--- src/rtl/bcd_pkg.sv ---
// Shared definitions for the serial BCD adder/subtractor.
// Latency: n/a (types and constants only).
// Backpressure: n/a.
package bcd_pkg;

  typedef enum logic [1:0] {
    ST_IDLE = 2'd0,
    ST_RUN  = 2'd1,
    ST_DONE = 2'd2
  } state_e;

  localparam logic [3:0] BCD_MAX  = 4'd9;
  localparam logic [3:0] BCD_CORR = 4'd6;

  localparam logic MODE_ADD = 1'b0;
  localparam logic MODE_SUB = 1'b1;

endpackage

--- src/rtl/bcd_digit_add.sv ---
// Single-digit decimal adder with carry, time-shared across all digits.
// Latency: combinational.
// Backpressure: none.
// Ports: a, b - BCD digits; ci - decimal carry-in; s - BCD sum digit; co - decimal carry-out.
module bcd_digit_add
  import bcd_pkg::*;
(
  input  logic [3:0] a,
  input  logic [3:0] b,
  input  logic       ci,
  output logic [3:0] s,
  output logic       co
);

  logic [4:0] raw;

  always_comb begin
    raw = {1'b0, a} + {1'b0, b} + {4'b0000, ci};
    if (raw > {1'b0, BCD_MAX}) begin
      // Skip the six unused binary codes; the overflow bit becomes the carry.
      s  = raw[3:0] + BCD_CORR;
      co = 1'b1;
    end else begin
      s  = raw[3:0];
      co = 1'b0;
    end
  end

endmodule

--- src/rtl/bcd_serial_addsub.sv ---
// Digit-serial packed-BCD add / subtract, one digit per cycle, lowest digit first.
// Latency: done pulses in the (DIGITS+1)th cycle counting the start-sampling edge's cycle as cycle 1.
// Backpressure: start is only honoured in IDLE; requests while busy or done are dropped, not queued.
// Ports: clk, rst_n (async active-low); start/mode/cin/a/b request; busy, done, s, cout, err results.
module bcd_serial_addsub
  import bcd_pkg::*;
#(
  parameter int DIGITS = 4
) (
  input  logic                clk,
  input  logic                rst_n,
  input  logic                start,
  input  logic                mode,
  input  logic                cin,
  input  logic [4*DIGITS-1:0] a,
  input  logic [4*DIGITS-1:0] b,
  output logic                busy,
  output logic                done,
  output logic [4*DIGITS-1:0] s,
  output logic                cout,
  output logic                err
);

  localparam int W  = 4 * DIGITS;
  localparam int IW = (DIGITS > 1) ? $clog2(DIGITS) : 1;

  state_e          state_q, state_d;
  logic [W-1:0]    a_q, a_d;
  logic [W-1:0]    b_q, b_d;
  logic [W-1:0]    s_q, s_d;
  logic [IW-1:0]   idx_q, idx_d;
  logic            carry_q, carry_d;
  logic            cout_q, cout_d;
  logic            err_q, err_d;

  logic [W-1:0]    b_nines;
  logic            bad_digit;
  logic [3:0]      dig_s;
  logic            dig_co;

  // Operands are shifted right each RUN cycle, so the adder always sees digit 0.
  bcd_digit_add u_digit (
    .a  (a_q[3:0]),
    .b  (b_q[3:0]),
    .ci (carry_q),
    .s  (dig_s),
    .co (dig_co)
  );

  // Raw-operand validity and nine's complement of b, both from the live inputs
  // so they line up with the acceptance edge.
  always_comb begin
    bad_digit = 1'b0;
    b_nines   = '0;
    for (int i = 0; i < DIGITS; i++) begin
      if (a[4*i +: 4] > BCD_MAX || b[4*i +: 4] > BCD_MAX) begin
        bad_digit = 1'b1;
      end
      b_nines[4*i +: 4] = BCD_MAX - b[4*i +: 4];
    end
  end

  always_comb begin
    state_d = state_q;
    a_d     = a_q;
    b_d     = b_q;
    s_d     = s_q;
    idx_d   = idx_q;
    carry_d = carry_q;
    cout_d  = cout_q;
    err_d   = err_q;

    case (state_q)
      ST_IDLE: begin
        if (start) begin
          a_d     = a;
          // Subtraction as a + (nine's complement of b) + 1.
          b_d     = (mode == MODE_SUB) ? b_nines : b;
          carry_d = (mode == MODE_SUB) ? 1'b1 : cin;
          idx_d   = '0;
          err_d   = bad_digit;
          state_d = ST_RUN;
        end
      end
      ST_RUN: begin
        a_d     = a_q >> 4;
        b_d     = b_q >> 4;
        // New digit enters at the top; after DIGITS shifts digit 0 sits in [3:0].
        s_d     = (s_q >> 4) | (W'(dig_s) << (W - 4));
        carry_d = dig_co;
        if (idx_q == IW'(DIGITS - 1)) begin
          cout_d  = dig_co;
          state_d = ST_DONE;
        end else begin
          idx_d = idx_q + IW'(1);
        end
      end
      ST_DONE: begin
        state_d = ST_IDLE;
      end
      default: begin
        state_d = ST_IDLE;
      end
    endcase
  end

  always_ff @(posedge clk or negedge rst_n) begin
    if (!rst_n) begin
      state_q <= ST_IDLE;
      a_q     <= '0;
      b_q     <= '0;
      s_q     <= '0;
      idx_q   <= '0;
      carry_q <= 1'b0;
      cout_q  <= 1'b0;
      err_q   <= 1'b0;
    end else begin
      state_q <= state_d;
      a_q     <= a_d;
      b_q     <= b_d;
      s_q     <= s_d;
      idx_q   <= idx_d;
      carry_q <= carry_d;
      cout_q  <= cout_d;
      err_q   <= err_d;
    end
  end

  assign busy = (state_q == ST_RUN);
  assign done = (state_q == ST_DONE);
  assign s    = s_q;
  assign cout = cout_q;
  assign err  = err_q;

endmodule

--- config.mk ---
export PLATFORM = sky130hd
export DESIGN_NAME = bcd_serial_addsub
export DESIGN_NICKNAME = d
export VERILOG_FILES = /design/src/rtl/bcd_pkg.sv /design/src/rtl/bcd_digit_add.sv /design/src/rtl/bcd_serial_addsub.sv
export SDC_FILE = /design/constraint.sdc
export NUM_CORES = 1
export LEC_CHECK = 0
export CAP_MARGIN = 20
export CORE_MARGIN = 4
export CORE_UTILIZATION = 35
export DETAILED_ROUTE_END_ITERATION = 7
export MAX_ROUTING_LAYER = met4
export PLACE_DENSITY = 0.63
export SKIP_CTS_REPAIR_TIMING = 1
export SYNTH_ARGS = -nofsm -noshare
export SYNTH_HDL_FRONTEND = slang
export SYNTH_SLANG_ARGS = --single-unit
--- constraint.sdc ---
create_clock -name clk -period 5.5 [get_ports clk]
set_input_delay 0.55 -clock clk [delete_from_list [all_inputs] [get_ports clk]]
set_output_delay 0.55 -clock clk [all_outputs]
set_load 0.01 [all_outputs]
==> qor.txt <==
Tightest Pin Transition: 815 ps
Internal power of the cells: 1.12 mW
RR Endpoint: s[14]$_DFFE_PN0P_
CTS Root Buffer Type: sky130_fd_sc_hd__clkbuf_8
Fraction of the cycle the final worst path needs: 68.9%
Number of DRC markers after the initial detailed-route iteration: 186
Final clock skew: 3.73 ps
Leakage power of the design: 1.63 nW
Type of the most critical hold path: in -> async
FF+latch count, synth: 55
Internal reg-to-reg setup slack: 2600 ps
Share of post-route cells with drive strength above 1: 3.85%
Critical Path, Cell by Cell: nand2b_1 > inv_2 > clkdlybuf4s50_1
Count of buffers inserted at the top-level ports: 56
Vias after detailed routing: 2444
Worst-case setup margin in the final layout: 1710 ps
Rel. slew slack: 45.7%
Synth warnings: 0
Sort of element at the end of the critical path: primary output
Final Net Count: 412
Routing usage on met3: 2.38%
Proportion of total power due to net switching: 41.8%
Area added between synthesis and finish: 24.6%
Sequential share of the synthesized area: 47.2%
Final critical delay including setup and external delays: 3790 ps
Post-route antenna net violation count: 0
Final total negative setup slack: 0 ps
Maximum frequency from static timing analysis: 0.264 GHz
Worst Reg2Reg Path Length in Cells: 8
Clock latency at the later pin of the worst-skew pair: 300 ps
Count of standard-cell rows: 33
Highest-delay cell along the critical path: sky130_fd_sc_hd__dfrtp_1
Switch Pwr: 802 µW
Pwr per Cell Area: 528 mW/mm²
Wire length of the first global-routing pass: 11.6 mm
Outcome: finished, final reports clean
Post-synthesis cell count: 318
RSZ-0062 raised after global routing: false
Number of setup violations in the final report: 0
TritonCTS buffer count: 5
Vias/cell: 5.21
Portion of total power attributed to combinational logic: 50.7%
Cell area after placement: 0.00355 mm²
Weighted congestion reported at the end of routability-driven placement: 0.757
Horizontal die dimension: 99.3 µm
Flop pwr share: 37.7%
Remaining global-route overflow: 0
Crit Path Category: reg -> out
Routed wire length per instance: 14.6 µm
Syn Std Cell Area: 0.00292 mm²
Area of the core: 0.00818 mm²
Top delay family on crit path: buffers and inverters
Buffer and inverter count on the worst path: 2
Initial antenna violation count: 0
Launching point of the worst reg2reg path: a_q[0]$_DFFE_PN0P_
Crit path arrival time: 3240 ps
Initial DRT Pass Iterations: 4
Maximum number of pins on one net before global-route repair: 56
Aggregate global-route resource usage: 14.9%
CP Max Fanout: 47
Total detailed-routing wirelength: 6.84 mm
Max-cap violations: 0
Vertical extent of the die: 99.3 µm
Initial Util: 35.7%
H-tree depth: 2
Met1 capacity usage during global routing: 21.1%
Largest incremental delay on the critical path: 830 ps
Number of distinct library cells after synthesis: 36
CTS tree: yes
Top Ports: 57
Sinks on Clock Net: 55
Total count of max-transition violations in the final report: 0
Req. time, crit path: 4950 ps
Final count of hold timing violations: 0
Clock slew seen by the registers of the worst setup and hold paths: 90 ps
Avg Synthesized Cell Area: 9.18 µm²
Estimated wirelength of the detail-placed design: 4.89 mm
Clock Path Buffers: 2
Synthesized netlist net count: 366
Total power consumption of the routed design: 1.92 mW
Pre-CTS setup slack: 2030 ps
Fill cell instance count of the final layout: 810
Maximum ir drop on the vdd rail: 0.212 mV
Startpoint types: flip-flop
Vias in the first global route: 2345
Global-route met2 utilization: 22.2%
N_diodes: 0
DRC violations left: 0
Area of the die: 0.00986 mm²
Power share of the clock group: 11.7%
Peak-usage layer in the global routing report: met2
Final Cell Area: 0.00364 mm²
==> kinds of logic after synthesis <==
family	Yosys count	share of synthesized area (%)
fa+ha+maj	11	5.23
compound gates	107	22.8
xor+xnor	9	2.70
mux	6	2.10
flops	55	47.2
simple gates	96	15.5
buf+inv	34	4.50
==> cells in the final DEF, fill, tap and decap left out, drive strengths merged, types with 5 or more instances in the layout <==
master and count:
clkdlybuf4s50 55, o21ai 35, xnor2 5, nand2 50, nor2 10, dfrtp 55, a21oi 27, a22o 10
ha 9, mux2i 5, a22oi 20, inv 14, nor2b 24, clkbuf 6
==> power by group through the flow <==
| stage | Combinational (mW) | Clock (mW) | Sequential (mW) |
|---|---|---|---|
| floorplan | 0.684 | 0 | 0.694 |
| global placement | 0.954 | 0 | 0.728 |
| detailed placement | 0.975 | 0 | 0.733 |
| CTS | 0.981 | 0.231 | 0.723 |
| global route | 1.12 | 0.247 | 0.753 |
| finish | 0.972 | 0.224 | 0.723 |
==> worst max-delay path by stage <==
stage,start,endpoint,depth (start not counted)
floorplan,a_q[0]$_DFFE_PN0P_,s[14]$_DFFE_PN0P_,8
global placement,state_q[0]$_DFFE_PN0P_,busy,3
detailed placement,state_q[0]$_DFFE_PN0P_,busy,3
CTS,state_q[0]$_DFFE_PN0P_,busy,3
global route,state_q[0]$_DFFE_PN0P_,busy,3
finish,state_q[0]$_DFFE_PN0P_,busy,3
==> flip-flops by register name (all words and copies together), names as in the netlist <==
signal and count:
a_q 16, b_q 16, s 16, idx_q 2, state_q 2, carry_q 1, cout 1, err 1
==> per-layer routing <==
metal / part of all wire [%] / wire (µm)
met5: 0 / 0
met4: 1.2 / 83
met3: 3.8 / 260
met2: 48 / 3290
met1: 47 / 3200
==> synthesized netlist by cell type <==
library cell	count	share of area, %
sky130_fd_sc_hd__nand4_1	4	0.86
sky130_fd_sc_hd__o2111ai_1	1	0.30
sky130_fd_sc_hd__clkbuf_1	16	2.1
sky130_fd_sc_hd__nand2_1	50	6.4
sky130_fd_sc_hd__buf_1	1	0.13
sky130_fd_sc_hd__o21bai_1	2	0.51
sky130_fd_sc_hd__inv_1	13	1.7
sky130_fd_sc_hd__a22oi_1	20	5.1
sky130_fd_sc_hd__and2_1	2	0.43
sky130_fd_sc_hd__a31o_1	1	0.30
sky130_fd_sc_hd__a21o_1	4	1.0
sky130_fd_sc_hd__xor2_1	4	1.2
sky130_fd_sc_hd__or3_1	1	0.21
sky130_fd_sc_hd__nor2b_1	24	5.1
sky130_fd_sc_hd__a21oi_1	27	4.6
sky130_fd_sc_hd__a211oi_1	1	0.26
sky130_fd_sc_hd__mux2_2	1	0.39
sky130_fd_sc_hd__nand3_1	2	0.34
sky130_fd_sc_hd__inv_2	1	0.13
sky130_fd_sc_hd__mux2i_1	5	1.7
sky130_fd_sc_hd__nand2b_1	1	0.21
sky130_fd_sc_hd__dfrtp_1	55	47
sky130_fd_sc_hd__ha_1	9	3.9
sky130_fd_sc_hd__and3_4	1	0.39
sky130_fd_sc_hd__a31oi_1	3	0.64
sky130_fd_sc_hd__o21ai_1	13	2.2
sky130_fd_sc_hd__buf_2	3	0.51
sky130_fd_sc_hd__a311o_1	1	0.34
sky130_fd_sc_hd__a2111oi_0	1	0.30
sky130_fd_sc_hd__xnor2_1	5	1.5
sky130_fd_sc_hd__nor4_1	1	0.21
sky130_fd_sc_hd__nor2_1	10	1.3
sky130_fd_sc_hd__a22o_1	10	3.0
sky130_fd_sc_hd__fa_1	2	1.4
sky130_fd_sc_hd__a221oi_1	1	0.30
sky130_fd_sc_hd__o21ai_0	22	3.8
==> stage by stage <==
step	std cells	util, %	hold slack, ps
2_1_floorplan	318	-	254
3_3_place_gp	462	43.4	464
3_5_place_dp	462	43.4	470
4_1_cts	469	44.5	401
5_1_grt	469	44.5	431
6_report	469	44.5	359
==> final cells by class <==
type	count	area [µm²]	share of cell area, %
clock buffers	6	82.6	2.27
clock inverters	1	5.00	0.138
inverters	14	52.6	1.45
multi-input cells	229	1410	38.8
flip-flops and latches	55	1380	37.9
well taps	105	131	3.61
repair buffers	59	578	15.9
Power figures use the tool's default switching activity.
==> RTL edit 1 (same settings) <==
Re-encode `state_e` (3 states) as one-hot, 3 bits wide.
--- a/src/rtl/bcd_pkg.sv
+++ b/src/rtl/bcd_pkg.sv
@@ -4,8 +4,8 @@
 package bcd_pkg;
 
-  typedef enum logic [1:0] {
-    ST_IDLE = 2'd0,
-    ST_RUN  = 2'd1,
-    ST_DONE = 2'd2
+  typedef enum logic [2:0] {
+    ST_IDLE = 3'b001,
+    ST_RUN  = 3'b010,
+    ST_DONE = 3'b100
   } state_e;
 
Behaviour: no difference found for any inputs over 10 cycles, from zero or initial values and one cycle with rst_n low; not proved beyond that.
==> RTL edit 1 against the original RTL <==
  * Area after synthesis fell by 8.0%
  * Register-to-register slack improved by 0.32 ns
  * Setup slack gained 0.98 ns
  * Cell area is 6.1% lower
  * Final cell count is 5.1% lower
  * Power down 5.9%
  * Wire length decreased by 14%
  * Utilization up 1.9 points
  * Sequential cell count rose by 1
  * Largest cell class is now flip-flops and latches
  * Largest power group unchanged
  * Highest routed layer unchanged
==> RTL edit 1: results (changes against the original RTL) <==
* First-pass GRT wire length at 9660 um (-17%)
* Placed instance area at 3321 um2 (-6.4%)
* Commonest cells post-synth: 64 x nand2_1, 55 x dfrtp_1, 45 x nor2_1, 18 x o22ai_1, 17 x o21ai_0
* Average wire per standard cell at 13.23 um (-9.2%)
* GP Congestion at 0.8641 (+14%)
* Top cells by area, synth: dfrtp_1 51%, nand2_1 8.9%, nor2_1 6.3%, ha_1 4.7%, o22ai_1 4.2%
* Root Buffer Master: clkbuf_8
* Fillcell total at 730 (-9.9%)
* Final net count at 394 (-4.4%)
* Max-slew headroom at 41.46% (-4.2 points)
* Leakage at 1.572 nW (-3.4%)
* Critical R2R Capture: s[14]
* Hold Path Class: input port to async pin
* Synth Area in Compound Gates at 13.28% (-9.5 points)
* Total number of vias at 2167 (-11%)
* Gr usage total at 13.93% (-1.0 points)
* R2R Setup Slk at 2.92 ns (+0.32 ns)
* Seq/Total Area, Yosys at 52.24% (+5.1 points)
* Crit-path max FO at 22 (-53%)
* Initial DRC count at 103 (-45%)
* Detailed-router iteration count before antenna repair at 4 (unchanged)
* Post-Synth XOR/XNOR Area at 3.262% (+0.56 points)
* Status: finished, final reports clean
* Share of layout cells above drive strength 1 at 4.624% (+0.78 points)
* Largest family of logic cells by synthesized area: simple AND/OR/NAND/NOR gates
* Warnings, synthesis at 0 (unchanged)
* H-tree Lvls at 2 (unchanged)
* Dpl hpwl at 4228 um (-13%)
* CTS max path bufs at 2 (unchanged)
* Worst Reg-to-Reg Cells at 8 (unchanged)
* Post-Syn Nets at 343 (-6.3%)
* Reg2reg start: a_q[0]
* VDD IR max at 0.1713 mV (-19%)
* Largest net degree at the start of global routing at 57 (+1.8%)
* Clock skew at 0.007310 ns (+0.003585 ns)
* Worst-path clk slew at approximately 0.1 ns
* Mux cell area share after synthesis at 0.7922% (-1.3 points)
* Arr. time, crit path at 2.26 ns (-0.98 ns)
* Post-Synth Adder-Cell Area at 6.151% (+0.92 points)
RTL edit 1: power by group:
group / total (W) / internal [W] / switching (W)
clock: 0.000233 / 0.0000931 / 0.000140
sequential: 0.000715 / 0.000598 / 0.000117
combinational: 0.000857 / 0.000388 / 0.000469
total: 0.00181 / 0.00108 / 0.000726
RTL edit 1: routing by layer:
metal	GRT usage (%)	wire length [um]	vias up
li1	-	-	1091
met1	18.20	2818	1003
met2	21.31	2607	61
met3	2.762	332	12
met4	5.450	131	0
met5	-	0	-
RTL edit 1: kinds of logic (layout without fill, tap and decap cells):
logic type,Yosys count,in the layout
AND/OR/NAND/NOR,131,131
flip-flops,56,56
AO/OA/AOI/OAI,55,55
buffers and inverters,28,80
adder cells (fa/ha/maj),12,12
XOR/XNOR,10,10
multiplexers,2,2
RTL edit 1: worst max-delay path by stage:
stage	startpoint	endpoint	slack, ns	depth (start not counted)
after floorplan	a_q[0]	s[13]	3.07	8
final	state_q[2]	busy	2.69	3
after detailed placement	start	b_q[4]	2.89	7
after CTS	state_q[2]	busy	2.66	3
after global placement	start	b_q[0]	2.91	7
after global routing	state_q[2]	busy	2.57	3
RTL edit 1: metrics by stage:
| step | setup slack, ns | hold slack [ns] | cells | total power, W |
|---|---|---|---|---|
| 2_1_floorplan | 3.072 | 0.2544 | 294 | 0.001297 |
| 3_3_place_gp | 2.912 | 0.4578 | 437 | 0.001563 |
| 3_5_place_dp | 2.886 | 0.4637 | 437 | 0.001587 |
| 4_1_cts | 2.658 | 0.3963 | 445 | 0.001830 |
| 5_1_grt | 2.567 | 0.4353 | 445 | 0.001979 |
| 6_report | 2.694 | 0.3596 | 445 | 0.001805 |
RTL edit 1: final cells by class:
type	count	area [um2]	share of cell area (%)
Clock inverter	3	26.28	0.7692
Sequential cell	56	1403	41.06
Inverter	13	48.80	1.429
Tap cell	99	123.9	3.626
Timing Repair Buffer	59	578.1	16.92
Multi-Input combinational cell	210	1167	34.18
Clock buffer	5	68.82	2.015
RTL edit 1: worst max-delay path, cell delays in order (launching register included):
cell             delay (ns)
dfrtp_1                0.41
or3b_1                 0.37
inv_1                  0.50
clkdlybuf4s50_1        0.66
==> RTL edit 2 (same flow settings) <==
Made on the original files. Set the parameter `DIGITS` to 2 (it was 4).
--- a/src/rtl/bcd_serial_addsub.sv
+++ b/src/rtl/bcd_serial_addsub.sv
@@ -6,5 +6,5 @@
   import bcd_pkg::*;
 #(
-  parameter int DIGITS = 4
+  parameter int DIGITS = 2
 ) (
   input  logic                clk,
Ports: changed (resized a, b and s); port bits go from 57 to 33. No check against the original RTL was run, so the function may have changed too.
==> RTL edit 2 against the original RTL <==
  * Via count shrank 48%
  * Critical path depth up 5
  * Wire length down 52%
  * Power shrank 30%
  * Area after synthesis fell by 47%
  * Utilization is 3.7 points higher
  * Critical endpoint is now s[6]
  * Sequential power fell by 44%
  * Sequential cell count fell by 25
  * Critical path type is now flip-flop to flip-flop
  * Cell area down 45%
  * Setup slack better by 1.1 ns
  * Clock skew up 0.0063 ns
==> RTL edit 2: results (changes against the original RTL) <==
* GR Layer Usage met1 at 16.76% (-4.3 points)
* Metal3 WL at 189 um (-27%)
* Final Util at 48.19% (+3.7 points)
* Commonest cells post-synth: 32 x nand2_1, 30 x dfrtp_1, 15 x nor2_1, 12 x o21ai_0, 9 x nand3_1
* Dpl cells at 242 (-48%)
* Dpl hpwl at 2442 um (-50%)
* Max-slew headroom at 47.46% (+1.8 points)
* Top cells by area, synth: dfrtp_1 48%, nand2_1 7.7%, ha_1 5.6%, o21ai_0 3.9%, nor2_1 3.6%
* Power Dens Cells at 675.5 nW/um2 (+28%)
* Clock sink count at 30 (-45%)
* Met3 usage at 4.539% (+2.2 points)
* Share of layout cells above drive strength 1 at 7.035% (+3.2 points)
* Met2 GRT Util at 22.15% (about the same)
* Worst-path clk slew at 0.07 ns (-0.02 ns)
* Seq/Total Area, Yosys at 48.31% (+1.1 points)
* Status: finished, final reports clean
* Arr. time, crit path at 2.83 ns (-0.41 ns)
* Post-Synth Adder-Cell Area at 8.213% (+3.0 points)
* Max Freq at 375.8 MHz (+42%)
* Clk power at 0.000163 W (-27%)
* Post-Syn Nets at 196 (-46%)
* Critical path's top delay family: adder cells
* Clock skew at 0.01003 ns (+0.006300 ns)
* # clk buffers at 5 (-1)
* DRT met1 WL at 1496 um (-53%)
* Rows at 23 (-30%)
* GP Congestion at 0.7754 (+2.4%)
* Crit-path max FO at 4 (-91%)
* I/O Buffers at 32 (-43%)
* Clk Latency, worst-skew pair at 0.28 ns (-0.02 ns)
-- RTL edit 2: changes by cell type in the layout (fill, tap and decap cells not counted), sizes merged, moves of 19 or more --
cell	before	now
dfrtp	55	30
clkdlybuf4s50	55	32
a21oi	27	6
nor2b	24	3
o21ai	35	14
a22oi	20	1
-- RTL edit 2: worst min-delay path by stage --
stage	endpoint	startpoint	cells after the start
CTS	s[1]	s[1]	2
detailed placement	s[1]	s[1]	2
floorplan	a_q[0]	rst_n	0
global placement	s[2]	s[2]	2
finish	s[1]	s[1]	2
global route	err	err	1
-- RTL edit 2: logic make-up (layout without fill, tap and decap cells) --
group / Yosys count / after routing
AOI/OAI and AO/OA: 37 / 37
adders and majority gates: 9 / 9
and+or+nand+nor: 67 / 67
DFF: 30 / 30
buffers and inverters: 14 / 47
xor gates and xnor gates: 6 / 6
muxes: 3 / 3
